$ cat config.mk
export PLATFORM = sky130hd
export DESIGN_NAME = spi_master_param_flat
export DESIGN_NICKNAME = d
export VERILOG_FILES = /design/src/rtl/spi_master_param_if.sv /design/src/rtl/spi_master_param.sv /design/src/flat_wrapper.sv
export SDC_FILE = /design/constraint.sdc
export NUM_CORES = 1
export LEC_CHECK = 0
export BUFFER_PORTS_ARGS = -buffer_cell sky130_fd_sc_hd__buf_4
export CAP_MARGIN = 10
export CORE_UTILIZATION = 45
export CTS_CLUSTER_SIZE = 25
export DETAILED_ROUTE_END_ITERATION = 10
export PLACE_DENSITY = 0.62
export SYNTH_ARGS = -nofsm -noshare
export SYNTH_HDL_FRONTEND = slang
export SYNTH_SLANG_ARGS = --single-unit
$ cat constraint.sdc
create_clock -name clk -period 2.3 [get_ports clk]
set_clock_uncertainty 0.15 [all_clocks]
set_input_delay 0.23 -clock clk [delete_from_list [all_inputs] [get_ports clk]]
set_output_delay 0.23 -clock clk [all_outputs]
set_load 0.01 [all_outputs]
$ cat src/rtl/spi_master_param_if.sv
// Host-side and serial-bus signals of spi_master_param; the master modport faces the SPI master,
// the slave modport faces whatever drives the host side and the MISO line.
interface spi_master_param_if #(
  parameter int DATA_W = 8,
  parameter int N_SS   = 4,
  parameter int SEL_W  = 2,
  parameter int DIV_W  = 8
);
  logic              CPH;
  logic              CKP;
  logic              strt;
  logic [DIV_W-1:0]  div;
  logic [SEL_W-1:0]  ss_sel;
  logic [DATA_W-1:0] data_in;
  logic              MISO;
  logic [N_SS-1:0]   CS;
  logic              MOSI;
  logic              SCK;
  logic [DATA_W-1:0] data_out;
  logic              done;
  logic              busy;

  modport master (
    input  CPH, CKP, strt, div, ss_sel, data_in, MISO,
    output CS, MOSI, SCK, data_out, done, busy
  );

  modport slave (
    output CPH, CKP, strt, div, ss_sel, data_in, MISO,
    input  CS, MOSI, SCK, data_out, done, busy
  );
endinterface

$ cat src/rtl/spi_master_param.sv
// Full-duplex SPI master, all four CKP/CPH modes, one-hot active-low selects; strt-to-done latency
// is (2*DATA_W+1)*(div+1) cycles, and strt is ignored while busy (no queueing of requests).
module spi_master_param #(
  parameter int DATA_W = 8,
  parameter int N_SS   = 4,
  parameter int SEL_W  = 2,
  parameter int DIV_W  = 8
) (
  input  logic               clk,
  input  logic               rst,
  spi_master_param_if.master bus
);
  localparam int EDGE_W = $clog2(2 * DATA_W + 1);
  localparam logic [EDGE_W-1:0] LAST_EDGE = EDGE_W'(2 * DATA_W);

  typedef enum logic [2:0] {S_IDLE, S_SETUP, S_XFER, S_HOLD, S_DONE} state_t;

  state_t            r_state;
  logic              r_cph;
  logic              r_ckp;
  logic [DIV_W-1:0]  r_div;
  logic [DIV_W:0]    r_cnt;
  logic [EDGE_W-1:0] r_edge;
  logic [DATA_W-1:0] r_tx;
  logic [DATA_W-1:0] r_rx;
  logic [DATA_W-1:0] r_dout;
  logic [N_SS-1:0]   r_cs;
  logic              r_sck;
  logic              r_mosi;
  logic              r_done;
  logic              r_busy;

  logic              w_tick;
  logic              w_sel_ok;
  logic [EDGE_W-1:0] w_k;
  logic              w_lead;
  logic              w_last;

  assign w_tick   = (r_cnt == {1'b0, r_div});
  assign w_sel_ok = (32'(bus.ss_sel) < 32'(N_SS));
  assign w_k      = r_edge + 1'b1;
  assign w_lead   = w_k[0];
  assign w_last   = (w_k == LAST_EDGE);

  // Idle SCK follows the live polarity input; during a transfer the captured one is used.
  assign bus.SCK      = r_sck ^ ((r_state == S_IDLE) ? bus.CKP : r_ckp);
  assign bus.CS       = r_cs;
  assign bus.MOSI     = r_mosi;
  assign bus.data_out = r_dout;
  assign bus.done     = r_done;
  assign bus.busy     = r_busy;

  always_ff @(posedge clk) begin
    if (rst) begin
      r_state <= S_IDLE;
      r_cph   <= 1'b0;
      r_ckp   <= 1'b0;
      r_div   <= '0;
      r_cnt   <= '0;
      r_edge  <= '0;
      r_tx    <= '0;
      r_rx    <= '0;
      r_dout  <= '0;
      r_cs    <= '1;
      r_sck   <= 1'b0;
      r_mosi  <= 1'b0;
      r_done  <= 1'b0;
      r_busy  <= 1'b0;
    end else begin
      r_done <= 1'b0;
      case (r_state)
        S_IDLE: begin
          if (bus.strt && w_sel_ok) begin
            r_cph   <= bus.CPH;
            r_ckp   <= bus.CKP;
            r_div   <= bus.div;
            r_tx    <= bus.data_in;
            r_rx    <= '0;
            r_cnt   <= '0;
            r_edge  <= '0;
            r_cs    <= ~(N_SS'(1) << bus.ss_sel);
            r_mosi  <= bus.CPH ? 1'b0 : bus.data_in[DATA_W-1];
            r_busy  <= 1'b1;
            r_state <= S_SETUP;
          end
        end
        S_SETUP, S_XFER: begin
          if (w_tick) begin
            r_cnt  <= '0;
            r_edge <= w_k;
            r_sck  <= ~r_sck;
            if (w_lead) begin
              if (r_cph) begin
                r_mosi <= r_tx[DATA_W-1];
                r_tx   <= r_tx << 1;
              end else begin
                r_rx <= {r_rx[DATA_W-2:0], bus.MISO};
              end
            end else begin
              if (r_cph) begin
                r_rx <= {r_rx[DATA_W-2:0], bus.MISO};
              end else if (!w_last) begin
                // CPH=0 presents bit k/2+1 after trailing edge k; the LSB stays until DONE.
                r_mosi <= r_tx[DATA_W-2];
                r_tx   <= r_tx << 1;
              end
            end
            r_state <= w_last ? S_HOLD : S_XFER;
          end else begin
            r_cnt <= r_cnt + 1'b1;
          end
        end
        S_HOLD: begin
          if (w_tick) begin
            r_cnt   <= '0;
            r_cs    <= '1;
            r_mosi  <= 1'b0;
            r_dout  <= r_rx;
            r_done  <= 1'b1;
            r_state <= S_DONE;
          end else begin
            r_cnt <= r_cnt + 1'b1;
          end
        end
        S_DONE: begin
          r_busy  <= 1'b0;
          r_state <= S_IDLE;
        end
        default: r_state <= S_IDLE;
      endcase
    end
  end
endmodule
$ cat src/flat_wrapper.sv
// flat-port wrapper written by rule: the top's interface ports become plain ports
module spi_master_param_flat 
#(
  parameter int DATA_W = 8,
  parameter int N_SS   = 4,
  parameter int SEL_W  = 2,
  parameter int DIV_W  = 8
)
  (clk, rst, bus_CPH, bus_CKP, bus_strt, bus_div, bus_ss_sel, bus_data_in, bus_MISO, bus_CS, bus_MOSI, bus_SCK, bus_data_out, bus_done, bus_busy);
  spi_master_param_if #(.DATA_W(DATA_W), .N_SS(N_SS), .SEL_W(SEL_W), .DIV_W(DIV_W)) bus_i ();
  input  logic clk;
  input  logic rst;
  input wire logic [$bits(bus_i.CPH)-1:0] bus_CPH;
  input wire logic [$bits(bus_i.CKP)-1:0] bus_CKP;
  input wire logic [$bits(bus_i.strt)-1:0] bus_strt;
  input wire logic [$bits(bus_i.div)-1:0] bus_div;
  input wire logic [$bits(bus_i.ss_sel)-1:0] bus_ss_sel;
  input wire logic [$bits(bus_i.data_in)-1:0] bus_data_in;
  input wire logic [$bits(bus_i.MISO)-1:0] bus_MISO;
  output wire logic [$bits(bus_i.CS)-1:0] bus_CS;
  output wire logic [$bits(bus_i.MOSI)-1:0] bus_MOSI;
  output wire logic [$bits(bus_i.SCK)-1:0] bus_SCK;
  output wire logic [$bits(bus_i.data_out)-1:0] bus_data_out;
  output wire logic [$bits(bus_i.done)-1:0] bus_done;
  output wire logic [$bits(bus_i.busy)-1:0] bus_busy;
  assign bus_i.CPH = bus_CPH;
  assign bus_i.CKP = bus_CKP;
  assign bus_i.strt = bus_strt;
  assign bus_i.div = bus_div;
  assign bus_i.ss_sel = bus_ss_sel;
  assign bus_i.data_in = bus_data_in;
  assign bus_i.MISO = bus_MISO;
  assign bus_CS = bus_i.CS;
  assign bus_MOSI = bus_i.MOSI;
  assign bus_SCK = bus_i.SCK;
  assign bus_data_out = bus_i.data_out;
  assign bus_done = bus_i.done;
  assign bus_busy = bus_i.busy;
  spi_master_param #(.DATA_W(DATA_W), .N_SS(N_SS), .SEL_W(SEL_W), .DIV_W(DIV_W)) u_core (.clk(clk), .rst(rst), .bus(bus_i));
endmodule
==> run metrics, run 1 <==
post-route minimum period=2.15 ns; outcome=completed; total negative slack=0 ns; Layout Nets=405; Port Buf Inserts=39; Async SR Flop Fraction=0%; Post-Place Cells=432; Synthesis Warnings=0; Worst EP arrival=2.25 ns; GP Congestion=0.790; later-pin clock latency in the skew report=0.35 ns; Hold Slack=0.0250 ns; Final Instance Count excl. Fillers=458; fraction of power consumed by sequential logic=40.1%; Hold Path Origin=bus_MISO; wl on met1=3030 µm; met2 wire length=3250 µm; Placed Area=3280 µm²; clk buf depth=2; area grow syn2layout=25.2%; WL final=6740 µm; # setup viols final=0; CP bufs+invs=0; critical path capture point=u_core.r_tx[1]; Post-synth EDFFs=0; Worst R2R End=u_core.r_tx[1]; Hold Violations, Final=0; Final Cell Area=3560 µm²; critical path startpoint=u_core.r_edge[1]; Worst path depth=6; FMAX=464 MHz; register bit total from synthesis=59; DP Wirelength=4570 µm; Post-Synthesis Cells=321; final worst path period share=93.6%; initial antenna violation count=0; Final Max Tran Viols=0; DRC=0; RSZ-0062 raised after global routing=no; Netlist cell types=56; number of diodes=0; met3 WL=280 µm; Initial Utilization=47.5%; switching share of power=34.1%; largest stage delay on the critical path=0.42 ns; Min-Delay Path Class=in -> reg; sequential fraction of the synthesis area=41.5%; Max transition margin=52.6%; CP Cell Sequence=ha_2 -> nand3_1 -> xnor2_2 -> a311oi_4 -> o22ai_2 -> a221oi_1; P_sw=0.00101 W; Rows=28; top routing layer in use=met4; commonest non-fill, non-tap cell in the layout=dfxtp_1; ANT nets after route=0; worst vdd ir=429 µV; Worst Tran Pin Value=0.705 ns; mapped cell area=2840 µm²; Syn Area/Cell=8.86 µm²; via/cell ratio=5.50; Crit. End Element=flop; Die Y=81.5 µm; Die W=81.5 µm; power share of the combinational group=30.8%; Crit-path slowest cell=dfxtp_1; critical path class=reg -> reg; GRT overflow=0; WP data required=2.40 ns; vias after detailed routing=2519; setup slack, reg-to-reg=0.15 ns; startpoint types=flop; syn nets=348; post-CTS setup buffers=0; cell leakage power=1.38 nW; P_int=0.00195 W; Total Routing Usage GR=22.7%; delay-heaviest family, CP=compound AO/OA/AOI/OAI gates; largest net degree at the start of global routing=38; ys flop type=dfxtp_1; fraction of layout cells with a size suffix above 1=22.7%; Clk pin slew, worst setup/hold paths=0.07 ns; CTS Buf Count=9; most frequent cells in the layout=59 x dfxtp_1, 56 x buf_4, 34 x nand2_1; Core Box Area=5990 µm²; initial DRC count=87; vias in the first global route=2401; worst reg2reg path startpoint=u_core.r_edge[1]; WL/cell=14.7 µm; Worst Path Max Fanout=8; first-pass GRT wire length=11000 µm; IO Count=40; R2R depth=6; DRT Pass-1 Iters=4; htree depth=3; die area=6640 µm²; clk sinks=59; Max-cap violations=0; power share of the clock group=29.0%; PwrDens=830 nW/µm²; clock root buffer=clkbuf_8; TritonCTS clock tree=yes
==> registers in the layout (all words and copies together), names as in the netlist, 3 cells and up <==
name / cells
u_core.bus.CS: 4
u_core.bus.data_out: 8
u_core.r_cnt: 9
u_core.r_div: 8
u_core.r_edge: 5
u_core.r_rx: 8
u_core.r_state: 3
u_core.r_tx: 8
==> how the worst min path moves through the flow <==
stage	slack, ns	cells past startpoint	endpoint
6_report	0.02	3	u_core.r_rx[0]
5_1_grt	0.04	3	u_core.r_rx[0]
4_1_cts	0.01	3	u_core.r_rx[0]
3_5_place_dp	0.31	2	u_core.r_rx[7]
3_3_place_gp	0.29	2	u_core.r_ckp
2_1_floorplan	0.22	2	u_core.r_ckp
==> timing repair <==
action	CTS	global route
setup endpoints to repair	0	6
hold buffers	10	0
gates resized for setup	0	1
hold endpoints to repair	10	0
==> cell families (layout without fill, tap and decap cells) <==
group / Yosys count / count (layout) / synth area share (%)
AOI/OAI and AO/OA: 71 / 71 / 19.1
DFF: 59 / 59 / 41.5
and+or+nand+nor: 120 / 120 / 21.2
muxes: 13 / 13 / 4.67
buffers and inverters: 34 / 96 / 5.24
adders and majority gates: 3 / 3 / 1.32
xor gates and xnor gates: 21 / 21 / 7.00
==> Yosys cell counts (5+ instances only) <==
| library cell | count | area share [%] |
|---|---|---|
| a2111oi_0 | 7 | 2.2 |
| nand3_1 | 11 | 1.9 |
| a21oi_1 | 20 | 3.5 |
| a221oi_1 | 12 | 3.7 |
| mux2i_1 | 11 | 3.9 |
| xor2_1 | 8 | 2.5 |
| inv_1 | 12 | 1.6 |
| buf_2 | 5 | 0.88 |
| nand4_1 | 11 | 2.4 |
| o21bai_1 | 7 | 1.8 |
| nand2_1 | 34 | 4.5 |
| clkbuf_1 | 10 | 1.3 |
| o21ai_0 | 5 | 0.88 |
| nor2_1 | 26 | 3.4 |
| xnor2_1 | 11 | 3.4 |
| dfxtp_1 | 59 | 42 |
| and3_1 | 5 | 1.1 |
| nor3_1 | 11 | 1.9 |
==> worst min-delay path: cells and delay by family <==
| kind | cells | cell delay [ns] |
|---|---|---|
| buffers and inverters | 1 | 0.11 |
| multiplexers | 1 | 0.07 |
| AND/OR/NAND/NOR | 1 | 0.05 |
==> per-layer routing <==
layer	GRT usage, %	up-vias
li1	-	1268
met1	25.5	1182
met2	38.6	53
met3	6.33	16
met4	12.7	0
met5	0	-
==> cell type report <==
type	count	area [µm²]
Inverter	13	48.8
Clock inverter	5	27.5
Fill cell	560	2430
Timing Repair Buffer	67	541
Clock buffer	11	151
Sequential cell	59	1180
Tap cell	75	93.8
Multi-Input combinational cell	228	1520
==> stage by stage <==
step	power, W	util (%)	setup WS [ns]
after floorplan	0.00181	-	0.350
after CTS	0.00298	59.4	0.119
after detailed placement	0.00210	54.7	0.142
final	0.00295	59.4	0.146
after global placement	0.00209	54.7	0.225
after global routing	0.00314	59.4	0.0166
==> power by group through the flow <==
stage	clock [W]	combinational (W)	sequential [W]
after floorplan	0	0.000619	0.00119
after global placement	0	0.000885	0.00121
after detailed placement	0	0.000894	0.00121
after CTS	0.000879	0.000912	0.00119
after global routing	0.000938	0.00100	0.00120
final	0.000857	0.000911	0.00119
No activity file was read; power rests on OpenSTA's default activity.
==> inputs of run 2 (changes only) <==
Settings changed: REMOVE_ABC_BUFFERS set to 1.
==> run metrics, run 2 (synthesis results as in run 1) <==
Die W=81.5 µm (unchanged); area of the multi-input gates=1510 µm² (-0.16%); first-pass GRT wire length=11000 µm (about the same); largest net degree at the start of global routing=39 (+2.6%); later-pin clock latency in the skew report=0.34 ns (about the same); CP Cell Sequence=ha_1 -> nand3_1 -> xnor2_2 -> a311oi_4 -> o22ai_2 -> a221oi_1; WP data required=2.39 ns (about the same); FMAX=463 MHz (-0.35%); critical path class=reg -> reg; Crit. End Element=flop; RSZ-0062 raised after global routing=no; total negative slack=0 ns (unchanged); via/cell ratio=5.44 (-1.1%); Worst R2R End=u_core.r_tx[3]; Fill cells=550 (-1.8%); Min-Delay Path Class=in -> reg; Max-cap violations=0 (unchanged); worst reg2reg path startpoint=u_core.r_edge[1]; WL final=6530 µm (-3.1%); setup slack, reg-to-reg=0.14 ns (about the same); initial antenna violation count=0 (unchanged); register area=1180 µm² (unchanged); Hold Violations, Final=0 (unchanged); Worst EP arrival=2.25 ns (about the same); max reg flops=9 (unchanged); most frequent cells in the layout=59 x dfxtp_1, 55 x buf_4, 34 x nand2_1; largest stage delay on the critical path=0.42 ns (about the same); Hold Slack=0.0226 ns (-0.00234 ns); IO Count=40 (unchanged); startpoint types=flop; GRT overflow=0 (unchanged); Rows=28 (unchanged); die area=6640 µm² (unchanged); Port Buf Inserts=39 (unchanged); Final Max Tran Viols=0 (unchanged); vias after detailed routing=2487 (-1.3%); initial DRC count=182 (+110%); PwrDens=857 nW/µm² (+3.3%); Layout Utilization=59.5% (+0.084 points); WL/cell=14.3 µm (-2.9%); ANT nets after route=0 (unchanged); Layout Nets=404 (-0.25%); fraction of layout cells with a size suffix above 1=22.0% (-0.73 points); Final Instance Count excl. Fillers=457 (-0.22%); clk sinks=59 (unchanged); clock root buffer=clkbuf_8; DRC=0 (unchanged); critical path startpoint=u_core.r_edge[1]; Die Y=81.5 µm (unchanged); post-CTS setup buffers=0 (unchanged); worst vdd ir=432 µV (+0.60%); Post-Place Cells=431 (-0.23%); post-route minimum period=2.16 ns (+0.00746 ns); CTS Hold Bufs=10 (unchanged); final worst path period share=94.0% (+0.32 points); number of diodes=0 (unchanged); Worst Path Max Fanout=8 (unchanged); Final Cell Area=3560 µm² (+0.14%); Crit-path slowest cell=dfxtp_1; post_cts resized=0 (unchanged); GP Congestion=0.780 (-1.4%); Total Routing Usage GR=22.0% (-0.72 points); cell leakage power=1.37 nW (-0.75%); area grow syn2layout=25.4%; clk buf depth=2 (unchanged); Max transition margin=63.9% (+11 points); Worst Tran Pin Value=0.540 ns (-0.165 ns); Placed Area=3270 µm² (-0.23%); vias in the first global route=2362 (-1.6%); R2R depth=6 (unchanged); Initial Utilization=47.5% (unchanged); commonest non-fill, non-tap cell in the layout=dfxtp_1; # setup viols final=0 (unchanged); CTS Buf Count=9 (unchanged); TritonCTS clock tree=yes; outcome=completed; critical path capture point=u_core.r_tx[3]; Core Box Area=5990 µm² (unchanged); DRT Pass-1 Iters=4 (unchanged); Reg with most FFs=u_core.r_cnt; DP Wirelength=4350 µm (-4.7%); htree depth=3 (unchanged); Clk pin slew, worst setup/hold paths=0.07 ns (about the same); Hold Path Origin=bus_MISO
-- run 2: cell types whose count changed in the layout (fill, tap and decap cells not counted) --
cell and change:
clkinv_4 +1, clkinvlp_4 +2, ha_1 +1, ha_2 -1, clkbuf_1 +1, clkbuf_8 -2, buf_4 -1, clkinv_2 -3
bufinv_16 +1
-- run 2: stage by stage --
stage / worst slack, ns / power (W)
floorplan: 0.160 / 0.00176
global placement: 0.248 / 0.00212
detailed placement: 0.134 / 0.00212
CTS: 0.116 / 0.00307
global route: 0.00429 / 0.00323
finish: 0.139 / 0.00305
-- run 2: layer usage --
| metal | wire length [µm] | share of wire [%] | global-route usage (%) | up-vias |
|---|---|---|---|---|
| li1 | - | - | - | 1266 |
| met1 | 3200 | 49 | 28.5 | 1159 |
| met2 | 3030 | 46 | 35.9 | 56 |
| met3 | 239 | 3.7 | 5.67 | 6 |
| met4 | 65 | 1.0 | 6.43 | 0 |
| met5 | 0 | 0 | 0 | - |
-- run 2: power breakdown --
| group | internal, W | total (W) | switching, W |
|---|---|---|---|
| Sequential | 0.00112 | 0.00119 | 0.0000737 |
| Combinational | 0.000399 | 0.000928 | 0.000528 |
| Clock | 0.000500 | 0.000933 | 0.000434 |
-- run 2: final cells by class --
| class | count | share of cell area (%) |
|---|---|---|
| well taps | 75 | 2.63 |
| clock buffers | 10 | 3.58 |
| flip-flops and latches | 59 | 33.1 |
| repair buffers | 66 | 15.0 |
| multi-input cells | 228 | 42.5 |
| inverters | 13 | 1.37 |
| clock inverters | 6 | 1.86 |
-- run 2: worst min-delay path by stage --
stage	endpoint	slack [ns]	cells past startpoint
2_1_floorplan	u_core.bus.MOSI	0.15	1
3_3_place_gp	u_core.r_ckp	0.29	2
3_5_place_dp	u_core.r_rx[7]	0.30	2
4_1_cts	u_core.r_rx[0]	0.02	3
5_1_grt	u_core.r_rx[0]	0.04	3
6_report	u_core.r_rx[0]	0.02	3
-- run 2: critical path, delay by kind of cell (launching register included) --
kind / cells / cell delay, ns
xor+xnor: 1 / 0.20
flops: 1 / 0.42
compound gates: 3 / 0.87
simple gates: 1 / 0.16
fa+ha+maj: 1 / 0.26
